[src/rtl/camera_buffer_ctrl_if.sv]
// ---------------------------------------------------------------------------
// camera_buffer_ctrl_if
// Groups the station command requests and the status outputs of the camera
// buffer controller into one bundle.
//   master : drives the five request lines, observes the status lines
//   slave  : the controller itself (receives requests, drives status)
// Signals:
//   standby_req, film_req, stop_req, download_req, flush_req : requests
//   state[2:0]    encoded controller state
//   fill[CNT_W-1:0] buffer occupancy
//   filming, ready_to_dl, full, drain_low, done : status flags
// ---------------------------------------------------------------------------
interface camera_buffer_ctrl_if #(
    parameter int CNT_W = 8
);
    logic             standby_req;
    logic             film_req;
    logic             stop_req;
    logic             download_req;
    logic             flush_req;
    logic [2:0]       state;
    logic [CNT_W-1:0] fill;
    logic             filming;
    logic             ready_to_dl;
    logic             full;
    logic             drain_low;
    logic             done;

    modport master (
        output standby_req, film_req, stop_req, download_req, flush_req,
        input  state, fill, filming, ready_to_dl, full, drain_low, done
    );

    modport slave (
        input  standby_req, film_req, stop_req, download_req, flush_req,
        output state, fill, filming, ready_to_dl, full, drain_low, done
    );
endinterface

[src/rtl/camera_buffer_ctrl.sv]
// ---------------------------------------------------------------------------
// camera_buffer_ctrl
// Camera-station controller: a power/filming state machine plus a saturating
// buffer-occupancy counter that fills while filming and drains while a
// download or flush is in progress.
// Ports:
//   clk    : clock
//   reset  : synchronous, active-high; returns to LOW_POWER with an empty buffer
//   bus    : camera_buffer_ctrl_if.slave (requests in, state/fill/flags out)
// Parameters:
//   CNT_W, CAPACITY, READY_LVL, FILL_STEP, DL_STEP, FLUSH_STEP, LOW_LVL
// ---------------------------------------------------------------------------
module camera_buffer_ctrl #(
    parameter int CNT_W      = 8,
    parameter int CAPACITY   = 100,
    parameter int READY_LVL  = 80,
    parameter int FILL_STEP  = 1,
    parameter int DL_STEP    = 1,
    parameter int FLUSH_STEP = 4,
    parameter int LOW_LVL    = 40
) (
    input logic                  clk,
    input logic                  reset,
    camera_buffer_ctrl_if.slave  bus
);

    typedef enum logic [2:0] {
        LOW_POWER  = 3'd0,
        STANDBY    = 3'd1,
        ACTIVE     = 3'd2,
        ACTIVE_RDY = 3'd3,
        DL_PEND    = 3'd4,
        IDLE       = 3'd5,
        DOWNLOAD   = 3'd6,
        FLUSH      = 3'd7
    } state_t;

    // Catch parameter sets the counter cannot represent before anything runs.
    if (CAPACITY >= (1 << CNT_W)) begin : g_cap_check
        $error("camera_buffer_ctrl: CAPACITY must be below 2**CNT_W");
    end
    if (READY_LVL <= 0 || READY_LVL > CAPACITY) begin : g_ready_check
        $error("camera_buffer_ctrl: READY_LVL must be in 1..CAPACITY");
    end

    // All level arithmetic is one bit wider than the counter so that adding
    // a step near the top never wraps before the clamp is applied.
    localparam logic [CNT_W:0] CAP_X   = (CNT_W+1)'(CAPACITY);
    localparam logic [CNT_W:0] READY_X = (CNT_W+1)'(READY_LVL);
    localparam logic [CNT_W:0] LOW_X   = (CNT_W+1)'(LOW_LVL);
    localparam logic [CNT_W:0] FILL_X  = (CNT_W+1)'(FILL_STEP);
    localparam logic [CNT_W:0] DL_X    = (CNT_W+1)'(DL_STEP);
    localparam logic [CNT_W:0] FLUSH_X = (CNT_W+1)'(FLUSH_STEP);

    state_t           state_q, state_d;
    logic [CNT_W-1:0] fill_q, fill_d;
    logic             done_q, done_d;

    logic [CNT_W:0]   fillExt;
    logic [CNT_W:0]   fillSum;
    logic [CNT_W:0]   fillNext;
    logic             atCapacity;
    logic             isEmpty;

    assign fillExt    = {1'b0, fill_q};
    assign atCapacity = (fillExt == CAP_X);
    assign isEmpty    = (fill_q == '0);

    // State register, occupancy counter and the done pulse all move on the
    // same edge; reset wins over everything and never produces a done pulse.
    always_ff @(posedge clk) begin
        if (reset) begin
            state_q <= LOW_POWER;
            fill_q  <= '0;
            done_q  <= 1'b0;
        end else begin
            state_q <= state_d;
            fill_q  <= fill_d;
            done_q  <= done_d;
        end
    end

    // Next-state logic. Decisions look at the registered fill, so a level is
    // acted on one cycle after it appears. Priority inside each state is
    // stop_req, then download_req, then flush_req.
    always_comb begin
        state_d = state_q;
        done_d  = 1'b0;
        case (state_q)
            LOW_POWER: begin
                if (bus.standby_req) state_d = STANDBY;
            end
            STANDBY: begin
                if (bus.film_req) state_d = ACTIVE;
            end
            ACTIVE: begin
                if (bus.stop_req)            state_d = IDLE;
                else if (fillExt >= READY_X) state_d = ACTIVE_RDY;
            end
            ACTIVE_RDY: begin
                if (bus.stop_req)          state_d = IDLE;
                else if (bus.download_req) state_d = DL_PEND;
                else if (atCapacity)       state_d = IDLE;
            end
            DL_PEND: begin
                if (bus.stop_req || atCapacity) state_d = DOWNLOAD;
            end
            IDLE: begin
                if (bus.download_req)   state_d = DOWNLOAD;
                else if (bus.flush_req) state_d = FLUSH;
            end
            DOWNLOAD, FLUSH: begin
                if (isEmpty) begin
                    state_d = LOW_POWER;
                    done_d  = 1'b1;
                end
            end
            default: state_d = LOW_POWER;
        endcase
    end

    // Occupancy update driven by the current state: fill while filming,
    // drain while downloading or flushing, hold otherwise. Both directions
    // saturate instead of wrapping.
    always_comb begin
        fillSum  = fillExt + FILL_X;
        fillNext = fillExt;
        case (state_q)
            ACTIVE, ACTIVE_RDY, DL_PEND: begin
                fillNext = (fillSum > CAP_X) ? CAP_X : fillSum;
            end
            DOWNLOAD: begin
                fillNext = (fillExt < DL_X) ? '0 : (fillExt - DL_X);
            end
            FLUSH: begin
                fillNext = (fillExt < FLUSH_X) ? '0 : (fillExt - FLUSH_X);
            end
            default: fillNext = fillExt;
        endcase
        fill_d = fillNext[CNT_W-1:0];
    end

    assign bus.state       = state_q;
    assign bus.fill        = fill_q;
    assign bus.done        = done_q;
    assign bus.full        = atCapacity;
    assign bus.filming     = (state_q == ACTIVE) || (state_q == ACTIVE_RDY) ||
                             (state_q == DL_PEND);
    assign bus.ready_to_dl = (state_q == ACTIVE_RDY) || (state_q == IDLE);
    assign bus.drain_low   = ((state_q == DOWNLOAD) || (state_q == FLUSH)) &&
                             (fillExt <= LOW_X);

endmodule

[src/flat_wrapper.sv]
// flat-port wrapper written by rule: the top's interface ports become plain ports
module camera_buffer_ctrl_flat 
#(
    parameter int CNT_W      = 8,
    parameter int CAPACITY   = 100,
    parameter int READY_LVL  = 80,
    parameter int FILL_STEP  = 1,
    parameter int DL_STEP    = 1,
    parameter int FLUSH_STEP = 4,
    parameter int LOW_LVL    = 40
)
  (clk, reset, bus_standby_req, bus_film_req, bus_stop_req, bus_download_req, bus_flush_req, bus_state, bus_fill, bus_filming, bus_ready_to_dl, bus_full, bus_drain_low, bus_done);
  camera_buffer_ctrl_if #(.CNT_W(CNT_W)) bus_i ();
  input logic clk;
  input logic reset;
  input wire logic [$bits(bus_i.standby_req)-1:0] bus_standby_req;
  input wire logic [$bits(bus_i.film_req)-1:0] bus_film_req;
  input wire logic [$bits(bus_i.stop_req)-1:0] bus_stop_req;
  input wire logic [$bits(bus_i.download_req)-1:0] bus_download_req;
  input wire logic [$bits(bus_i.flush_req)-1:0] bus_flush_req;
  output wire logic [$bits(bus_i.state)-1:0] bus_state;
  output wire logic [$bits(bus_i.fill)-1:0] bus_fill;
  output wire logic [$bits(bus_i.filming)-1:0] bus_filming;
  output wire logic [$bits(bus_i.ready_to_dl)-1:0] bus_ready_to_dl;
  output wire logic [$bits(bus_i.full)-1:0] bus_full;
  output wire logic [$bits(bus_i.drain_low)-1:0] bus_drain_low;
  output wire logic [$bits(bus_i.done)-1:0] bus_done;
  assign bus_i.standby_req = bus_standby_req;
  assign bus_i.film_req = bus_film_req;
  assign bus_i.stop_req = bus_stop_req;
  assign bus_i.download_req = bus_download_req;
  assign bus_i.flush_req = bus_flush_req;
  assign bus_state = bus_i.state;
  assign bus_fill = bus_i.fill;
  assign bus_filming = bus_i.filming;
  assign bus_ready_to_dl = bus_i.ready_to_dl;
  assign bus_full = bus_i.full;
  assign bus_drain_low = bus_i.drain_low;
  assign bus_done = bus_i.done;
  camera_buffer_ctrl #(.CNT_W(CNT_W), .CAPACITY(CAPACITY), .READY_LVL(READY_LVL), .FILL_STEP(FILL_STEP), .DL_STEP(DL_STEP), .FLUSH_STEP(FLUSH_STEP), .LOW_LVL(LOW_LVL)) u_core (.clk(clk), .reset(reset), .bus(bus_i));
endmodule
[config.mk]
export PLATFORM = sky130hd
export DESIGN_NAME = camera_buffer_ctrl_flat
export DESIGN_NICKNAME = d
export VERILOG_FILES = /design/src/rtl/camera_buffer_ctrl_if.sv /design/src/rtl/camera_buffer_ctrl.sv /design/src/flat_wrapper.sv
export SDC_FILE = /design/constraint.sdc
export NUM_CORES = 1
export LEC_CHECK = 0
export ABC_AREA = 1
export CAP_MARGIN = 25
export CORE_AREA = 2 2 60 77
export DETAILED_ROUTE_END_ITERATION = 8
export DIE_AREA = 0 0 62 79
export GPL_TIMING_DRIVEN = 0
export HOLD_SLACK_MARGIN = 0.06
export PLACE_DENSITY = 0.58
export SYNTH_ARGS = -nofsm -noshare
export SYNTH_HDL_FRONTEND = slang
export SYNTH_SLANG_ARGS = --single-unit
[constraint.sdc]
create_clock -name clk -period 2.4 [get_ports clk]
set_clock_uncertainty 0.2 [all_clocks]
set_input_delay 0.24 -clock clk [delete_from_list [all_inputs] [get_ports clk]]
set_output_delay 0.24 -clock clk [all_outputs]
set_load 0.005 [all_outputs]
==> impl_metrics.py, run 1 <==
metrics = {
    "cells_and_area": {
        "syn2layout_area_growth_pct": 25.0,
        "post-route-util_pct": 39.7,
        "final_common_cell": "nand2_1",
        "stdcell_count": 289,
        "drive_gt1_share_pct": 18.2,
        "nets": 248,
        "n_antenna_cell": 0,
        "final_cell_mix": "nand2_1, nor2_1, clkdlybuf4s50_1",
        "nFillCells": 472,
    },
    "setup_path": {
        "cp_slowest_cell": "clkdlybuf4s50_1",
        "arrival_ps": 1870,
        "crit_family": "buffers and inverters",
        "startpoint": "u_core.bus.fill[3]",
        "endpoint_kind": "output port",
        "worstPathCellList": "inv_1 -> ha_1 -> nand3_1 -> nor2_1 -> clkdlybuf4s50_1",
        "cp_data_required_time_ps": 1960,
        "worstSetupStartpointType": "register",
        "path_buf_inv": 2,
        "worstPathMaxFanout": 9,
        "rr_startpoint": "u_core.bus.fill[3]",
        "crit_path_max_incr_delay_ps": 540,
        "crit_type": "reg -> out",
    },
    "min_path": {
        "hp-class": "in -> reg",
        "min_from": "reset",
    },
    "drt": {
        "wl_per_cell_microns": 12.0,
        "vias": 1381,
        "drt-initial-drc-count": 29,
        "postRouteWirelength_mm": 3.47,
        "antenna_left": 0,
        "drc": 0,
        "routed_via_density": 4.78,
        "dr.pass1.iters": 4,
    },
    "clock_tree": {
        "cts_tree": "built",
        "cts_buffer_depth": 2,
        "cts_buffers": 3,
        "root_buffer": "clkbuf_8",
        "clk_pin_slew_worst_paths_ps": 60,
        "htreeDepth": 1,
        "clkSinkCount": 12,
        "clk_latency_ps": 250,
    },
    "synth": {
        "synth_nets": 222,
        "synth_ff_type": "dfxtp_1",
        "async_flop_share_pct": 0,
        "synth-seq-cells": 12,
        "synth_edf_count": 0,
        "synth_cell_type_count": 33,
        "synth_warnings": 0,
        "yosysSeqAreaShare_pct": 17.9,
        "synthesis.area_per_instance_sq_um": 6.47,
        "synthCells": 207,
        "synthesis.area_sq_um": 1340,
    },
    "sta": {
        "rsz0062_at_grt": "no",
        "slew_viol_final": 0,
        "maxSlewHeadroom_pct": 64.0,
        "setup_violations": 0,
        "tightest_slew_ps": 540,
        "final-hold-violation-count": 0,
        "finalWorstPathRequiredPeriod_ps": 2310,
        "finalCritPeriodShare_pct": 96.3,
        "setup_tns_ps": 0,
        "fmax_mhz": 433,
    },
    "place": {
        "portBuffers": 21,
        "place_congestion": 0.864,
        "dp_hpwl_mm": 2.76,
        "dp.cells": 286,
    },
    "pwr": {
        "total_power_uw": 2080,
        "power.leakage_uw": 0.000778,
        "ir_drop_uv": 538,
        "power_density_nw_per_um2": 1240,
    },
    "floorplanning": {
        "die_h_microns": 79,
        "die_x_microns": 62,
        "die_area_sq_um": 4900,
        "initial_core_util_pct": 31.7,
        "ioPinCount": 23,
        "rows": 27,
        "core_area_sq_um": 4220,
    },
    "global_routing": {
        "track_usage_pct": 15.9,
        "grt_antenna_before_repair": 0,
        "grt_pass1_vias": 1293,
        "grt_start_max_net_pins": 11,
        "overflow": 0,
        "grt_pass1_wl_mm": 5.82,
    },
    "outcome": {
        "outcome": "finished clean",
    },
    "run": {
        "max_cap_viol_count": 0,
    },
}
final timing paths:
path	to	slack, ps	depth (start not counted)
worst max-delay path	bus_full	90	5
worst min-delay path	u_core.bus.state[0]	230	2
worst max register to register	u_core.bus.fill[3]	190	8
worst min register to register	u_core.bus.fill[0]	380	2
flip-flops by register name, indices dropped and copies added, names as in the netlist:
name	flops
u_core.bus.state	3
u_core.bus.fill	8
u_core.bus.done	1
per-layer routing:
layer  share of wire (%)  vias up  GRT usage (%)
met3                 3.1       11           2.28
met5                   0        -              0
met1                  46      616           20.0
li1                    -      723              -
met2                  48       31           25.0
met4                 3.3        0           8.51
cells in the mapped netlist, types with 3 or more instances:
| cell | number | area share, % |
|---|---|---|
| a21oi_1 | 7 | 2.6 |
| a21oi_2 | 7 | 4.6 |
| buf_6 | 3 | 2.5 |
| dfxtp_1 | 12 | 18 |
| ha_1 | 8 | 7.5 |
| inv_1 | 19 | 5.3 |
| inv_2 | 7 | 2.0 |
| nand2_1 | 47 | 13 |
| nand2_2 | 6 | 2.8 |
| nand3_1 | 19 | 7.1 |
| nand4_1 | 5 | 2.3 |
| nor2_1 | 22 | 6.2 |
| o21ai_0 | 8 | 3.0 |
| xor2_1 | 7 | 4.6 |
power by group:
group	total, uW	internal (uW)	switching, uW	leakage [uW]
sequential	408	272	136	0.0000977
clock	199	111	88.0	0.0000216
combinational	1480	645	831	0.000659
total	2080	1030	1050	0.000778
worst reg2reg max path, delay by kind of cell, from the launching register on:
| kind | cells | cell delay (ps) |
|---|---|---|
| AOI/OAI and AO/OA | 4 | 800 |
| DFF | 1 | 530 |
| adders and majority gates | 1 | 230 |
| buffers and inverters | 2 | 220 |
| and+or+nand+nor | 1 | 110 |
cell families after synthesis:
kind of cell / synth area share, %
buffers and inverters: 11.1
xor gates and xnor gates: 5.88
adders and majority gates: 7.47
and+or+nand+nor: 40.2
DFF: 17.9
AOI/OAI and AO/OA: 17.4
through the flow:
stage,setup WS (ps),hold slack (ps),instance area [sq um]
finish,88.6,228,1680
global route,10.1,264,1680
CTS,2.08,235,1670
detailed placement,216,374,1620
global placement,198,370,1620
floorplan,535,324,1340
area by class of cell:
cell class	instances	area, sq um	share of cell area [%]
Tap cell	58	72.6	4.33
Inverter	27	104	6.20
Buffer	5	45.0	2.69
Timing Repair Buffer	21	213	12.7
Clock buffer	3	41.3	2.46
Sequential cell	12	240	14.3
Multi-Input combinational cell	163	960	57.3
timing repair:
item	4_1_cts	5_1_grt
pin swaps	0	0
gates resized for setup	1	2
hold endpoints to repair	0	0
endpoints found under the setup margin	1	1
cloned	0	0
buffers inserted	0	0
hold buffers	0	0
Power figures use the tool's default switching activity.
==> run 2, diff against run 1 <==
- CORE_AREA: 2 2 60 77 -> 2 2 51 65
- DIE_AREA: 0 0 62 79 -> 0 0 53 67
- PLACE_DENSITY: 0.58 -> 0.75
==> impl_metrics.py, run 2 (synthesis results as in run 1) <==
metrics = {
    "setup_path": {
        "ff2ff_setup_slack_ps": 190,
        "worstReg2RegEnd": "u_core.bus.fill[3]",
        "worstPathMaxFanout": 7,
        "endpoint_kind": "output port",
        "r2r_cells": 8,
        "crit_type": "reg -> out",
        "cp_data_required_time_ps": 1960,
        "arrival_ps": 1870,
        "rr_startpoint": "u_core.bus.fill[3]",
        "worstSetupStartpointType": "register",
    },
    "cells_and_area": {
        "stdcell_count": 268,
        "drive_gt1_share_pct": 18.5,
        "final_area_sq_um": 1640,
        "final_cell_mix": "nand2_1, nor2_1, clkdlybuf4s50_1",
        "final_common_cell": "nand2_1",
        "largest_reg_flops": 8,
        "nFillCells": 290,
        "nets": 248,
        "n_antenna_cell": 0,
        "syn2layout_area_growth_pct": 22.3,
    },
    "sta": {
        "maxSlewHeadroom_pct": 67.3,
        "setup_tns_ps": 0,
        "rsz0062_at_grt": "no",
        "fmax_mhz": 433,
        "setup_violations": 0,
        "hold_slack_ps": 154,
        "finalCritPeriodShare_pct": 96.2,
        "finalWorstPathRequiredPeriod_ps": 2310,
        "tightest_slew_ps": 485,
        "slew_viol_final": 0,
        "final-hold-violation-count": 0,
    },
    "global_routing": {
        "overflow": 0,
        "grt_antenna_before_repair": 0,
        "grt_pass1_vias": 1299,
        "grt_start_max_net_pins": 11,
        "track_usage_pct": 20.8,
        "grt_pass1_wl_mm": 5.58,
    },
    "floorplanning": {
        "die_h_microns": 67,
        "initial_core_util_pct": 46.4,
        "core_area_sq_um": 2890,
        "ioPinCount": 23,
        "rows": 22,
        "die_x_microns": 53,
        "die_area_sq_um": 3550,
    },
    "drt": {
        "drt-initial-drc-count": 39,
        "antenna_left": 0,
        "vias": 1424,
        "wl_per_cell_microns": 12.4,
        "routed_via_density": 5.31,
        "dr.pass1.iters": 4,
        "drc": 0,
        "postRouteWirelength_mm": 3.33,
    },
    "min_path": {
        "whs_path_depth": 2,
        "holdPathEnd": "u_core.bus.fill[7]",
        "min_from": "reset",
        "hp-class": "in -> reg",
    },
    "clock_tree": {
        "cts_buffers": 3,
        "post-cts-setup-buffers": 0,
        "cts_buffer_depth": 2,
        "cts_tree": "built",
        "clk_pin_slew_worst_paths_ps": 100,
        "root_buffer": "clkbuf_4",
        "clkSinkCount": 12,
        "htreeDepth": 1,
        "clk_latency_ps": 280,
    },
    "run": {
        "max_cap_viol_count": 0,
    },
    "pwr": {
        "power_density_nw_per_um2": 1250,
        "ir_drop_uv": 755,
        "power.leakage_uw": 0.000764,
    },
    "place": {
        "dp.cells": 264,
        "place_congestion": 0.901,
        "place_area_sq_um": 1600,
        "dp_hpwl_mm": 2.59,
        "portBuffers": 21,
    },
    "outcome": {
        "outcome": "finished clean",
    },
}
[run 2: cell count changes in the layout (fill, tap and decap cells not counted), sizes merged]
cell	delta
dlymetal6s2s	-1
dlygate4sd2	+1
clkbuf	+1
[run 2: where the power goes]
| group | switching [uW] | leakage [uW] | internal, uW | total, uW |
|---|---|---|---|---|
| Combinational | 825 | 0.000645 | 642 | 1470 |
| Sequential | 137 | 0.0000977 | 272 | 408 |
| Clock | 84.3 | 0.0000210 | 92.2 | 177 |
[run 2: worst max-delay path: stages, from the launching register on]
cell,delay (ps)
dfxtp_1,390
inv_2,130
ha_2,240
nand3_1,90
nor2_1,200
clkdlybuf4s50_1,550
[run 2: worst max path at each step]
| stage | from | end | slack [ps] |
|---|---|---|---|
| after floorplan | u_core.bus.fill[0] | u_core.bus.fill[6] | 530 |
| after global placement | u_core.bus.fill[2] | u_core.bus.fill[4] | 250 |
| after detailed placement | u_core.bus.fill[3] | u_core.bus.fill[4] | 240 |
| after CTS | u_core.bus.fill[0] | bus_full | 50 |
| after global routing | u_core.bus.fill[0] | bus_full | 10 |
| final | u_core.bus.fill[0] | bus_full | 90 |
[run 2: stage by stage]
step / worst slack [ps] / utilization [%] / power (uW)
after floorplan: 535 / - / 1470
after global placement: 247 / 55.2 / 1830
after detailed placement: 237 / 55.2 / 1850
after CTS: 45.2 / 56.6 / 2050
after global routing: 9.63 / 56.7 / 2260
final: 91.8 / 56.7 / 2050
[run 2: per-layer routing]
metal | vias up | global-route usage [%] | part of all wire, %
li1 | 727 | - | -
met1 | 661 | 25.9 | 43
met2 | 34 | 37.7 | 52
met3 | 2 | 2.69 | 4.0
met4 | 0 | 3.53 | 0.63
met5 | - | 0 | 0
[run 2: timing repair]
item,in CTS,in global routing
hold endpoints to repair,0,0
hold buffers,0,0
gates resized for setup,2,1
endpoints found under the setup margin,1,1
[run 2: area by class of cell]
class / count / area, sq um / area share (%)
buffer: 5 / 45.0 / 2.75
clock buffer: 4 / 36.3 / 2.21
inverter: 27 / 104 / 6.34
multi-input combinational: 163 / 960 / 58.5
sequential: 12 / 240 / 14.7
tap: 36 / 45.0 / 2.75
timing repair buffer: 21 / 209 / 12.7
